===== config.mk =====
export PLATFORM = sky130hd
export DESIGN_NAME = ic_refill_ctrl
export DESIGN_NICKNAME = d
export VERILOG_FILES = /design/src/rtl/ic_pkg.sv /design/src/rtl/ic_refill_ctrl.sv
export SDC_FILE = /design/constraint.sdc
export NUM_CORES = 1
export LEC_CHECK = 0
export ABC_AREA = 1
export BUFFER_PORTS_ARGS = -buffer_cell sky130_fd_sc_hd__buf_2
export CAP_MARGIN = 25
export CORE_ASPECT_RATIO = 2
export CORE_UTILIZATION = 41
export DETAILED_ROUTE_END_ITERATION = 6
export PLACE_DENSITY = 0.92
export SLEW_MARGIN = 10
export SYNTH_ARGS = -nofsm -noshare
export SYNTH_HDL_FRONTEND = slang
export SYNTH_SLANG_ARGS = --single-unit
export TNS_END_PERCENT = 5

===== constraint.sdc =====
create_clock -name clk_i -period 3.8 [get_ports clk_i]
set_clock_uncertainty 0.15 [all_clocks]
set_input_delay 0.95 -clock clk_i [delete_from_list [all_inputs] [get_ports clk_i]]
set_output_delay 0.95 -clock clk_i [all_outputs]
set_load 0.005 [all_outputs]

===== src/rtl/ic_pkg.sv =====
// Shared types and constants for the instruction-cache refill controller.
//   ic_refill_state_t : refill FSM state encoding
//   IC_OFFSET_BITS    : byte-offset bits of a block for the default 4-word, 32-bit-word geometry
package ic_pkg;

  typedef enum logic [1:0] {
    IC_IDLE = 2'd0,
    IC_REQ  = 2'd1,
    IC_FILL = 2'd2,
    IC_DONE = 2'd3
  } ic_refill_state_t;

  localparam int unsigned IC_BLOCK_WORDS = 4;
  localparam int unsigned IC_OFFSET_BITS = $clog2(IC_BLOCK_WORDS) + 2;

  // Byte-offset bits covered by one block of the given word count (32-bit words).
  function automatic int unsigned ic_offset_bits(input int unsigned block_words);
    return $clog2(block_words) + 2;
  endfunction

endpackage


===== src/rtl/ic_refill_ctrl.sv =====
// Instruction-cache miss/refill controller for the Fetch stage.
// Detects a miss, requests the block from the next memory level (req/ready), then writes the
// returned words (valid) into the cache array one per beat, and finally pulses fill_done_o so
// the array sets the valid bit and tag.
// Ports:
//   clk_i, reset_i                    clock, async active-high reset
//   pc_fi_i, lookup_hit_i             Fetch PC and array tag-compare result
//   pc_src_reg_i                      bit[1] = redirect in flight
//   instr_hit_fi_o, ic_repl_permit_o  to pipeline hazard logic (0 stalls / refill outstanding)
//   mem_req_o, mem_addr_o, mem_ready_i, mem_valid_i, mem_rdata_i   next-level memory interface
//   fill_we_o, fill_word_o, fill_data_o, fill_addr_o, fill_done_o  cache array write port
module ic_refill_ctrl
  import ic_pkg::*;
#(
  parameter int unsigned ADDR_WIDTH  = 32,
  parameter int unsigned WORD_WIDTH  = 32,
  parameter int unsigned BLOCK_WORDS = 4
) (
  input  logic                           clk_i,
  input  logic                           reset_i,
  input  logic [ADDR_WIDTH-1:0]          pc_fi_i,
  input  logic                           lookup_hit_i,
  input  logic [1:0]                     pc_src_reg_i,
  output logic                           instr_hit_fi_o,
  output logic                           ic_repl_permit_o,
  output logic                           mem_req_o,
  output logic [ADDR_WIDTH-1:0]          mem_addr_o,
  input  logic                           mem_ready_i,
  input  logic                           mem_valid_i,
  input  logic [WORD_WIDTH-1:0]          mem_rdata_i,
  output logic                           fill_we_o,
  output logic [$clog2(BLOCK_WORDS)-1:0] fill_word_o,
  output logic [WORD_WIDTH-1:0]          fill_data_o,
  output logic [ADDR_WIDTH-1:0]          fill_addr_o,
  output logic                           fill_done_o
);

  localparam int unsigned IDX_W = $clog2(BLOCK_WORDS);
  localparam int unsigned OFF_W = IDX_W + 2;

  ic_refill_state_t  state_q, state_d;
  logic [IDX_W-1:0]  cnt_q, cnt_d;
  logic [ADDR_WIDTH-1:0] blk_addr_q, blk_addr_d;
  logic              redirect;

  // Byte offset of the PC and pc_src bit 0 play no part in refill control.
  logic unused_inputs;
  assign unused_inputs = ^{pc_fi_i[OFF_W-1:0], pc_src_reg_i[0]};

  assign redirect = pc_src_reg_i[1];

  // State, beat counter and latched block base.
  always_ff @(posedge clk_i or posedge reset_i) begin
    if (reset_i) begin
      state_q    <= IC_IDLE;
      cnt_q      <= '0;
      blk_addr_q <= '0;
    end else begin
      state_q    <= state_d;
      cnt_q      <= cnt_d;
      blk_addr_q <= blk_addr_d;
    end
  end

  // Next state and state-decoded outputs.
  always_comb begin
    state_d          = state_q;
    cnt_d            = cnt_q;
    blk_addr_d       = blk_addr_q;
    instr_hit_fi_o   = 1'b0;
    ic_repl_permit_o = 1'b0;
    mem_req_o        = 1'b0;
    fill_we_o        = 1'b0;
    fill_done_o      = 1'b0;

    unique case (state_q)
      IC_IDLE: begin
        instr_hit_fi_o   = lookup_hit_i;
        ic_repl_permit_o = 1'b1;
        // A redirect makes the missing PC stale, so it wins over the miss.
        if (!lookup_hit_i && !redirect) begin
          blk_addr_d = {pc_fi_i[ADDR_WIDTH-1:OFF_W], OFF_W'(0)};
          state_d    = IC_REQ;
        end
      end
      IC_REQ: begin
        mem_req_o = 1'b1;
        if (mem_ready_i) begin
          cnt_d   = '0;
          state_d = IC_FILL;
        end else if (redirect) begin
          state_d = IC_IDLE;
        end
      end
      IC_FILL: begin
        // Once accepted the burst is always drained; redirects are ignored here.
        if (mem_valid_i) begin
          fill_we_o = 1'b1;
          cnt_d     = cnt_q + IDX_W'(1);
          if (cnt_q == IDX_W'(BLOCK_WORDS - 1)) begin
            state_d = IC_DONE;
          end
        end
      end
      IC_DONE: begin
        fill_done_o = 1'b1;
        cnt_d       = '0;
        state_d     = IC_IDLE;
      end
      default: state_d = IC_IDLE;
    endcase
  end

  assign mem_addr_o  = blk_addr_q;
  assign fill_addr_o = blk_addr_q;
  assign fill_word_o = cnt_q;
  assign fill_data_o = mem_rdata_i;

endmodule


==> results.json <==
{
  "cts_max_level": 2,
  "min_period_ps": 2508,
  "final_cells": 320,
  "clock-root-buffer": "clkbuf_8",
  "vdd_ir_drop_max_mv": 0.3408,
  "coreArea_um2": 4598,
  "reg2reg_setup_slack_ps": 1780,
  "dp_cells": 315,
  "crit_arrival_ps": 1410,
  "finalSetupViolCount": 0,
  "synthDistinctLibCells": 15,
  "synth_top_flop_cell": "dfrtp_1",
  "die_w_um": 51.04,
  "grt_setup_unrepaired": "no",
  "clkSinkCount": 32,
  "yosysTopAreaCell": "dfrtp_1",
  "syn_area_per_cell_um2": 8.649,
  "grt_pass1_wl_mm": 5.561,
  "wl_mm": 3.736,
  "clock_latency_ps": 270,
  "ctsResizeCount": 0,
  "numCtsBuffers": 5,
  "holdBufCountCts": 0,
  "yosysMostFrequentCell": "buf_4",
  "fin_tns_setup_ps": 0,
  "cts_max_path_buffers": 2,
  "slew_violations": 0,
  "postCtsSetupRepairBufs": 0,
  "grt_overflow": 0,
  "vias": 1439,
  "synthArstFlopShare": 1.000,
  "post-dp-hpwl_mm": 2.986,
  "ys_ff_latch": 32,
  "worst_setup_path_start_kind": "input pin",
  "cts_tree": "done",
  "maxCapViolCount": 0,
  "relSlewSlack": 0.6157,
  "layout-drive-gt1-share": 0.4755,
  "dr.pass1.iters": 4,
  "finalWeightedCongestion": 0.8371,
  "pin_count": 174,
  "ys_warn_count": 0,
  "io_buffers": 96,
  "worst_slew_pin_slew_ps": 575.8,
  "grt_pass1_vias": 1252,
  "leakage_nw": 1.307,
  "crit_path_end_kind": "primary output",
  "cp.required_ps": 2700,
  "cp_max_fo": 3,
  "dieArea_um2": 5108,
  "hold_path_class": "flop to flop",
  "powerDensity_nw_per_um2": 725.9,
  "final_nets": 339,
  "netlist_area_um2": 1972,
  "hold_viol": 0,
  "drc": 0,
  "total_power_mw": 1.515,
  "core.rowCount": 35,
  "fmaxAchievable_mhz": 398.7,
  "netlist.area_leader.share": 0.4061,
  "synth_edf_count": 0,
  "synthTopCellsByArea": "dfrtp_1, buf_4, o21ai_2",
  "status": "complete, no violations",
  "start_util": 0.4288,
  "synth-seq-area-share": 0.4061,
  "fin_crit_sh": 0.6600,
  "final_antenna_net_count": 0,
  "grt_usage": 0.1462,
  "first_iter_violations": 18,
  "synthTopCellsByCount": "buf_4, nand2_1, inv_1",
  "grt_max_degree": 34,
  "diodes": 0,
  "antenna_found_initial": 0,
  "wl_per_cell_um": 11.68,
  "path_clk_slew_ps": 60,
  "synth_cells": 228,
  "die_h_um": 100.1,
  "vias_per_cell": 4.497,
  "syn_to_final_growth_pct": 5.837,
  "path_class": "input pin to primary output"
}
==> state kept, by name, summed over array words and instances (netlist names), named ones only <==
name / cells
state_q: 1
fill_word_o: 2
fill_addr_o: 28
==> layout make-up <==
cell class                      count  area (um2)
Sequential cell                    32       800.8
Clock buffer                        5       68.82
Inverter                           39       146.4
Timing Repair Buffer               99       523.0
Tap cell                           55       68.82
Fill cell                         474        2511
Multi-Input combinational cell     90       479.2
==> through the flow <==
| step | setup WS [ps] | hold WS (ps) | util | cell area, um2 |
|---|---|---|---|---|
| floorplan | 1541 | 340.4 | - | 1998 |
| global placement | 1248 | 326.0 | 0.4329 | 1991 |
| detailed placement | 1221 | 340.9 | 0.4389 | 2018 |
| CTS | 1292 | 356.6 | 0.4539 | 2087 |
| global route | 1136 | 383.3 | 0.4539 | 2087 |
| finish | 1292 | 351.3 | 0.4539 | 2087 |
==> cells in the final DEF, fill, tap and decap left out <==
cell,instances
nand3_2,1
o21ai_2,20
nor2_1,4
buf_16,1
buf_4,2
buf_2,96
conb_1,8
clkbuf_8,5
nand4_1,2
nor2_4,1
nand2_1,42
ha_1,1
nor3_1,1
inv_1,39
o21ai_0,10
dfrtp_1,32
==> logic make-up after synthesis <==
logic type                 count (synthesis)  synth area share
AOI/OAI and AO/OA                         30            0.1142
and+or+nand+nor                           51            0.1072
adders and majority gates                  1          0.006344
other                                      1          0.001902
DFF                                       32            0.4061
buffers and inverters                    113            0.3642
==> layer usage <==
metal  share of wire  wire length, um  track usage  up-vias
li1                -                -            -      679
met5               0                0            0        -
met1            0.32             1205       0.1286      680
met3           0.053              198      0.03182       20
met2            0.60             2224       0.2773       60
met4           0.029              108      0.09829        0
==> where the power goes <==
group	total, mW	internal [mW]	switching [mW]
clock network	0.226	0.118	0.108
logic	0.658	0.329	0.330
registers	0.631	0.499	0.132
==> critical path: stages <==
cell and delay, ps:
buf_2 100, inv_1 60, nor2_1 160, buf_2 140
==> worst paths after layout <==
path	end	start	depth (start not counted)
worst min-delay path	fill_addr_o[10]	fill_addr_o[10]	2
worst max-delay path	fill_we_o	mem_valid_i	4
max in group asynchronous	asynchronous set/reset pin	reset_i	3
worst max register to register	fill_addr_o[31]	flop	5
worst min register to register	fill_addr_o[10]	fill_addr_o[10]	2
min in group asynchronous	fill_addr_o[18]	reset_i	2
(Power assumes the default switching activity.)
